==> src/rtl/bomb_scheduler.sv <==
// ============================================================================
// bomb_scheduler
// ----------------------------------------------------------------------------
// Shared bomb-pool scheduler sitting between the two player movement
// controllers and the video renderer.
//
// Each of the NB_BOMBS slots runs its own small sequence:
//    FREE -> FUSE -> EXPL -> FREE
// It advances one step per frame tick, and a frame tick is the rising edge of
// EOF. Player drop requests are arbitrated onto free slots. A drop is refused
// when the tile already holds a live bomb or when no slot is left.
//
// Optional feature (compile-time macro):
//    BOMB_LIMIT_EN  - caps each player at MAX_PER_PLAYER live bombs. A capped
//                     request is refused without consuming a slot and without
//                     blocking the other player.
//
// Ports:
//    clk          system clock
//    reset_n      asynchronous active-low reset
//    EOF          end-of-frame level from video timing
//    req[1:0]     drop request, bit p = player p
//    p0_x/p0_y    player 0 tile coordinates
//    p1_x/p1_y    player 1 tile coordinates
//    gnt[1:0]     one-cycle pulse: drop accepted for player p
//    rej[1:0]     one-cycle pulse: drop refused for player p
//    bomb_valid   per slot: slot is in FUSE or EXPL
//    bomb_expl    per slot: slot is in EXPL
//    expl_start   per slot: one-cycle pulse on FUSE -> EXPL
//    rd_idx       slot selected for read-back
//    rd_x/rd_y    coordinates of slot rd_idx (0 when out of range)
//    rd_owner     owner of slot rd_idx (0 when out of range)
// ============================================================================
module bomb_scheduler #(
    parameter int NB_BOMBS       = 4,
    parameter int FUSE_FRAMES    = 120,
    parameter int EXPL_FRAMES    = 30,
    parameter int TW             = 5,
    parameter int MAX_PER_PLAYER = 2
) (
    input  logic                clk,
    input  logic                reset_n,
    input  logic                EOF,
    input  logic [1:0]          req,
    input  logic [TW-1:0]       p0_x,
    input  logic [TW-1:0]       p0_y,
    input  logic [TW-1:0]       p1_x,
    input  logic [TW-1:0]       p1_y,
    output logic [1:0]          gnt,
    output logic [1:0]          rej,
    output logic [NB_BOMBS-1:0] bomb_valid,
    output logic [NB_BOMBS-1:0] bomb_expl,
    output logic [NB_BOMBS-1:0] expl_start,
    input  logic [2:0]          rd_idx,
    output logic [TW-1:0]       rd_x,
    output logic [TW-1:0]       rd_y,
    output logic                rd_owner
);

    localparam int MAX_FRAMES = (FUSE_FRAMES > EXPL_FRAMES) ? FUSE_FRAMES : EXPL_FRAMES;
    localparam int CW         = (MAX_FRAMES > 1) ? $clog2(MAX_FRAMES) : 1;
    localparam int SW         = $clog2(NB_BOMBS);

    localparam logic [CW-1:0] FUSE_LOAD = CW'(FUSE_FRAMES - 1);
    localparam logic [CW-1:0] EXPL_LOAD = CW'(EXPL_FRAMES - 1);

    typedef enum logic [1:0] {
        SLOT_FREE = 2'd0,
        SLOT_FUSE = 2'd1,
        SLOT_EXPL = 2'd2
    } slot_state_t;

    // Slot registers and their next values
    slot_state_t         slot_state_q [NB_BOMBS];
    slot_state_t         slot_state_d [NB_BOMBS];
    logic                slot_owner_q [NB_BOMBS];
    logic                slot_owner_d [NB_BOMBS];
    logic [TW-1:0]       slot_x_q     [NB_BOMBS];
    logic [TW-1:0]       slot_x_d     [NB_BOMBS];
    logic [TW-1:0]       slot_y_q     [NB_BOMBS];
    logic [TW-1:0]       slot_y_d     [NB_BOMBS];
    logic [CW-1:0]       slot_cnt_q   [NB_BOMBS];
    logic [CW-1:0]       slot_cnt_d   [NB_BOMBS];

    logic                eof_q;
    logic                rr_q;
    logic                rr_d;
    logic [1:0]          gnt_q;
    logic [1:0]          gnt_d;
    logic [1:0]          rej_q;
    logic [1:0]          rej_d;
    logic [NB_BOMBS-1:0] expl_start_q;
    logic [NB_BOMBS-1:0] expl_start_d;

    // Arbitration intermediates
    logic                tick;
    logic [TW-1:0]       req_x [2];
    logic [TW-1:0]       req_y [2];
    logic [1:0]          tile_busy;
    logic [1:0]          over_cap;
    logic [31:0]         active_cnt [2];
    logic                have_first;
    logic                have_second;
    logic [SW-1:0]       first_free;
    logic [SW-1:0]       second_free;
    logic                same_tile;
    logic                pri_req;
    logic                oth_req;
    logic                pri_ok;
    logic                oth_ok;
    logic [SW-1:0]       oth_slot;
    logic [TW-1:0]       pri_x;
    logic [TW-1:0]       pri_y;
    logic [TW-1:0]       oth_x;
    logic [TW-1:0]       oth_y;

    // A held-high EOF produces a single tick: only the 0->1 edge counts.
    assign tick = EOF & ~eof_q;

    // Player coordinates gathered into arrays so per-player logic can loop.
    always_comb begin
        req_x[0] = p0_x;
        req_y[0] = p0_y;
        req_x[1] = p1_x;
        req_y[1] = p1_y;
    end

    // A tile is busy for player p when any live slot (FUSE or EXPL) sits on
    // that player's tile. Uses pre-tick state, so a bomb expiring on this
    // very tick still blocks its tile for one more cycle.
    always_comb begin
        tile_busy = '0;
        for (int i = 0; i < NB_BOMBS; i++) begin
            if (slot_state_q[i] != SLOT_FREE) begin
                for (int p = 0; p < 2; p++) begin
                    if ((slot_x_q[i] == req_x[p]) && (slot_y_q[i] == req_y[p])) begin
                        tile_busy[p] = 1'b1;
                    end
                end
            end
        end
    end

    // The lowest and second-lowest FREE slots, taken from pre-tick state.
    // A slot freed by the current tick is only offered on the next cycle.
    always_comb begin
        have_first  = 1'b0;
        have_second = 1'b0;
        first_free  = '0;
        second_free = '0;
        for (int i = 0; i < NB_BOMBS; i++) begin
            if (slot_state_q[i] == SLOT_FREE) begin
                if (!have_first) begin
                    have_first = 1'b1;
                    first_free = SW'(i);
                end else if (!have_second) begin
                    have_second = 1'b1;
                    second_free = SW'(i);
                end
            end
        end
    end

`ifdef BOMB_LIMIT_EN
    // Live bombs owned by each player, counted straight from the slot states.
    always_comb begin
        active_cnt[0] = '0;
        active_cnt[1] = '0;
        for (int i = 0; i < NB_BOMBS; i++) begin
            if (slot_state_q[i] != SLOT_FREE) begin
                if (slot_owner_q[i]) begin
                    active_cnt[1] = active_cnt[1] + 32'd1;
                end else begin
                    active_cnt[0] = active_cnt[0] + 32'd1;
                end
            end
        end
    end
`else
    // Cap disabled: the count is tied to zero, so the cap compare below
    // folds to "never over the cap".
    always_comb begin
        active_cnt[0] = '0;
        active_cnt[1] = '0;
    end
`endif

    always_comb begin
        over_cap[0] = (active_cnt[0] >= 32'(MAX_PER_PLAYER));
        over_cap[1] = (active_cnt[1] >= 32'(MAX_PER_PLAYER));
    end

    // Arbitration. The rr player is served first and takes the lowest free
    // slot. The other player then takes the next free slot, or the lowest
    // one if the priority player was refused. A priority refusal never
    // blocks the other player. A shared tile only loses to a priority drop
    // that was actually granted.
    always_comb begin
        pri_req   = rr_q ? req[1] : req[0];
        oth_req   = rr_q ? req[0] : req[1];
        pri_x     = rr_q ? p1_x : p0_x;
        pri_y     = rr_q ? p1_y : p0_y;
        oth_x     = rr_q ? p0_x : p1_x;
        oth_y     = rr_q ? p0_y : p1_y;
        same_tile = (p0_x == p1_x) && (p0_y == p1_y);

        pri_ok = pri_req
               & ~(rr_q ? tile_busy[1] : tile_busy[0])
               & ~(rr_q ? over_cap[1]  : over_cap[0])
               & have_first;

        oth_ok = oth_req
               & ~(rr_q ? tile_busy[0] : tile_busy[1])
               & ~(rr_q ? over_cap[0]  : over_cap[1])
               & ~(pri_ok & same_tile)
               & (pri_ok ? have_second : have_first);

        oth_slot = pri_ok ? second_free : first_free;
    end

    // Next-state logic for the grant pulses, the rr pointer and every slot
    // FSM. Allocation only ever targets FREE slots. Because of that, a slot
    // allocated this cycle is never also decremented by a coincident tick.
    always_comb begin
        rr_d = rr_q;
        if (req == 2'b11) begin
            rr_d = ~rr_q;
        end

        gnt_d = rr_q ? {pri_ok, oth_ok} : {oth_ok, pri_ok};
        rej_d = rr_q ? {pri_req & ~pri_ok, oth_req & ~oth_ok}
                     : {oth_req & ~oth_ok, pri_req & ~pri_ok};

        expl_start_d = '0;

        for (int i = 0; i < NB_BOMBS; i++) begin
            slot_state_d[i] = slot_state_q[i];
            slot_owner_d[i] = slot_owner_q[i];
            slot_x_d[i]     = slot_x_q[i];
            slot_y_d[i]     = slot_y_q[i];
            slot_cnt_d[i]   = slot_cnt_q[i];

            case (slot_state_q[i])
                SLOT_FREE: begin
                    if (pri_ok && (first_free == SW'(i))) begin
                        slot_state_d[i] = SLOT_FUSE;
                        slot_owner_d[i] = rr_q;
                        slot_x_d[i]     = pri_x;
                        slot_y_d[i]     = pri_y;
                        slot_cnt_d[i]   = FUSE_LOAD;
                    end else if (oth_ok && (oth_slot == SW'(i))) begin
                        slot_state_d[i] = SLOT_FUSE;
                        slot_owner_d[i] = ~rr_q;
                        slot_x_d[i]     = oth_x;
                        slot_y_d[i]     = oth_y;
                        slot_cnt_d[i]   = FUSE_LOAD;
                    end
                end
                SLOT_FUSE: begin
                    if (tick) begin
                        if (slot_cnt_q[i] != '0) begin
                            slot_cnt_d[i] = slot_cnt_q[i] - 1'b1;
                        end else begin
                            slot_state_d[i] = SLOT_EXPL;
                            slot_cnt_d[i]   = EXPL_LOAD;
                            expl_start_d[i] = 1'b1;
                        end
                    end
                end
                SLOT_EXPL: begin
                    if (tick) begin
                        if (slot_cnt_q[i] != '0) begin
                            slot_cnt_d[i] = slot_cnt_q[i] - 1'b1;
                        end else begin
                            slot_state_d[i] = SLOT_FREE;
                        end
                    end
                end
                default: begin
                    slot_state_d[i] = SLOT_FREE;
                end
            endcase
        end
    end

    // State register. Reset aborts every bomb and clears all pulses.
    always_ff @(posedge clk or negedge reset_n) begin
        if (!reset_n) begin
            eof_q        <= 1'b0;
            rr_q         <= 1'b0;
            gnt_q        <= '0;
            rej_q        <= '0;
            expl_start_q <= '0;
            for (int i = 0; i < NB_BOMBS; i++) begin
                slot_state_q[i] <= SLOT_FREE;
                slot_owner_q[i] <= 1'b0;
                slot_x_q[i]     <= '0;
                slot_y_q[i]     <= '0;
                slot_cnt_q[i]   <= '0;
            end
        end else begin
            eof_q        <= EOF;
            rr_q         <= rr_d;
            gnt_q        <= gnt_d;
            rej_q        <= rej_d;
            expl_start_q <= expl_start_d;
            for (int i = 0; i < NB_BOMBS; i++) begin
                slot_state_q[i] <= slot_state_d[i];
                slot_owner_q[i] <= slot_owner_d[i];
                slot_x_q[i]     <= slot_x_d[i];
                slot_y_q[i]     <= slot_y_d[i];
                slot_cnt_q[i]   <= slot_cnt_d[i];
            end
        end
    end

    // Outputs. Slot status and read-back come straight from the slot
    // registers. An out-of-range read-back index reads as zero.
    always_comb begin
        gnt        = gnt_q;
        rej        = rej_q;
        expl_start = expl_start_q;
        for (int i = 0; i < NB_BOMBS; i++) begin
            bomb_valid[i] = (slot_state_q[i] != SLOT_FREE);
            bomb_expl[i]  = (slot_state_q[i] == SLOT_EXPL);
        end

        rd_x     = '0;
        rd_y     = '0;
        rd_owner = 1'b0;
        if ({29'd0, rd_idx} < 32'(NB_BOMBS)) begin
            rd_x     = slot_x_q[rd_idx[SW-1:0]];
            rd_y     = slot_y_q[rd_idx[SW-1:0]];
            rd_owner = slot_owner_q[rd_idx[SW-1:0]];
        end
    end

endmodule

==> config.mk <==
export PLATFORM = sky130hd
export DESIGN_NAME = bomb_scheduler
export DESIGN_NICKNAME = d
export VERILOG_FILES = /design/src/rtl/bomb_scheduler.sv
export SDC_FILE = /design/constraint.sdc
export NUM_CORES = 1
export LEC_CHECK = 0
export ABC_AREA = 1
export CORE_ASPECT_RATIO = 0.75
export CORE_MARGIN = 10
export CORE_UTILIZATION = 45
export CTS_BUF_LIST = sky130_fd_sc_hd__clkbuf_2 sky130_fd_sc_hd__clkbuf_4 sky130_fd_sc_hd__clkbuf_8
export DETAILED_ROUTE_END_ITERATION = 8
export MAX_ROUTING_LAYER = met4
export SKIP_LAST_GASP = 1
export SLEW_MARGIN = 20
export SYNTH_ARGS = -nofsm -noshare
export SYNTH_HDL_FRONTEND = slang
export SYNTH_SLANG_ARGS = --single-unit
==> constraint.sdc <==
create_clock -name clk -period 4 [get_ports clk]
set_clock_uncertainty 0.2 [all_clocks]
set_input_delay 0.8 -clock clk [delete_from_list [all_inputs] [get_ports clk]]
set_output_delay 0.8 -clock clk [all_outputs]
set_load 0.01 [all_outputs]
==> out/qor.txt <==
max-cap violation count: 0
root buf cell: clkbuf_8
Setup Viol. Count Final: 0
antenna-violating nets left: 0
PwrDens: 770 nW/um2
Avg Inst Size Synth: 6.77 um2
min-delay worst type: in -> async
clk sinks: 90
Worst Reg-to-Reg Cells: 17
vias post-DR: 7403
TNS Setup: 0 ns
die area: 22400 um2
setup repair bufs after CTS: 0
routed len/inst: 17.6 um
cts bufs inserted: 9
Slew Viols, Final: 0
Syn Inst Count: 1112
clock period minus worst slack: 3.81 ns
final period utilization: 0.952
Netlist cell types: 37
post-route cell area: 8500 um2
syn nets: 1163
Slowest-stage cell, CP: clkdlybuf4s50_1
FF-to-FF setup slack: 0.82 ns
DRC: 0
layout cells sized above 1: 0.125
Post-Synthesis Cell Area: 7530 um2
crit path capture: rd_x[3]
count leader, synth: nand2_1
synth top area cells: dfrtp_1 (30%), nand2_1 (15%), inv_1 (6.5%)
CORE AREA: 16200 um2
Initial Utilization: 0.464
WL final: 24100 um
Synth Register Bits: 90
Placement Cell Area: 8290 um2
leak pwr: 4.12 nW
Critical Path Start Type: input port
vias in the first global route: 6518
Fillers: 1655
DRT Pass-1 Iters: 5
Hold Buf Count CTS: 0
fmax: 263 MHz
status: finished, final reports clean
CTS tree: done
share of the synthesized area in the top cell type: 0.299
crit path kind: in -> out
PortBufs: 54
clock latency on the worst-skew pair: 0.40 ns
I/O pin total: 55
CP arrival: 2.81 ns
fin nets: 1210
Core Rows: 40
Post-synth EDFFs: 0
Clock Path Buffers: 2
Ys Warns: 0
sequential area share after synthesis: 0.299
grt ovf: 0
first-pass GRT wire length: 37200 um
synth cell count leaders: nand2_1 (303), inv_1 (130), dfrtp_1 (90), o21ai_0 (90), nor2_1 (88)
placed cell count: 1358
Tot GR Track Use: 0.215
post-cts repair resize count: 0
Crit Path Max Fanout: 11
pin count of the biggest net entering global routing: 57
CP peak stage delay: 0.61 ns
end of the worst register-to-register path: slot_y_q[18]
final core occ: 0.524
initial antenna violation count: 0
Final Non-Filler Cells: 1374
cell taking the most area after synthesis: dfrtp_1
Crit path required time: 3.00 ns
worst reg2reg startpoint: slot_state_q[6]
Die Y: 132 um
clock-pin slew on the worst setup and hold paths: 0.11 ns
RD Place Congestion: 1.02
Setup crit end kind: primary output
DPL Wire Length: 18600 um
Diodes inserted: 0
die width: 169 um
CTS H-tree lvls: 3
Initial DRC Count: 862
worst slew pin tran: 0.921 ns
headroom to the max-slew limit: 0.379
Peak VDD IR: 0.368 mV
Via density: 5.39
CP Cell Sequence: clkdlybuf4s50_1 -> inv_1 -> a21oi_1 -> o21ai_0 -> a21oi_1 -> clkdlybuf4s50_1
Hold Slack: 0.282 ns
RSZ-0062 raised after global routing: false
Critical Path Start: rd_idx[1]
FFs w/ async S/R, synth: 1.00
most frequently used flop master after synthesis: dfrtp_1
Layout Area Growth over Synthesis: 12.8%
endpoints failing hold: 0
[placed cells by master (no fill, tap or decap), types with 7 or more instances in the layout]
master and instances:
a21oi_1 77, buf_4 28, clkbuf_8 9, clkdlybuf4s50_1 53
dfrtp_1 90, ha_1 23, inv_1 130, inv_2 14
nand2_1 303, nand2_2 29, nand2_4 8, nand3_1 29
nand3_2 10, nand4_1 42, nor2_1 88, nor3_1 7
o21ai_0 90, o21ai_1 7, o21ai_2 32, xnor2_1 37
xor2_1 19
[critical path: cells and delay by family]
family          cells  cell delay, ns
compound gates      3            0.57
buf+inv             3            1.45
[power breakdown]
part / total, mW / internal, mW / switching (mW)
registers: 1.83 / 1.32 / 0.511
clock network: 0.677 / 0.251 / 0.426
logic: 4.04 / 1.48 / 2.56
[layer usage]
metal,vias up,wire [um],global-route usage
met4,0,398,0.0493
met5,-,0,-
met3,31,3020,0.0790
met1,3373,12000,0.328
met2,324,8710,0.253
li1,3675,-,-
[state kept, by name (all words and copies together) (netlist names), 2 cells and up]
register and cells:
expl_start 4, gnt 2, rej 2, slot_cnt_q 28
slot_owner_q 4, slot_state_q 8, slot_x_q 20, slot_y_q 20
[how the worst min path moves through the flow]
stage / to / slack (ns) / cells past startpoint
3_3_place_gp: slot_owner_q[0] / 0.25 / 2
4_1_cts: rr_q / 0.29 / 1
5_1_grt: slot_cnt_q[8] / 0.31 / 2
3_5_place_dp: slot_cnt_q[1] / 0.26 / 2
6_report: slot_cnt_q[7] / 0.28 / 1
2_1_floorplan: slot_owner_q[0] / 0.24 / 2
[through the flow]
| stage | worst slack [ns] | power (mW) |
|---|---|---|
| 2_1_floorplan | 1.26 | 4.67 |
| 3_3_place_gp | 0.187 | 5.78 |
| 3_5_place_dp | 0.170 | 5.80 |
| 4_1_cts | 0.258 | 6.50 |
| 5_1_grt | 0.160 | 7.14 |
| 6_report | 0.193 | 6.55 |
[cells by family (layout without fill, tap and decap cells)]
logic type | after synthesis | in the layout | share of synthesized area
simple gates | 529 | 529 | 0.320
fa+ha+maj | 23 | 23 | 0.0382
buf+inv | 192 | 244 | 0.110
xor+xnor | 56 | 56 | 0.0651
compound gates | 222 | 222 | 0.168
flops | 90 | 90 | 0.299
[layout make-up]
class	count	area, um2	share of cell area
well taps	210	263	0.0309
flip-flops and latches	90	2250	0.265
multi-input cells	830	4450	0.524
repair buffers	83	781	0.0919
clock inverters	7	81.3	0.00957
inverters	145	544	0.0640
clock buffers	9	124	0.0146
No activity file was read; power rests on OpenSTA's default activity.
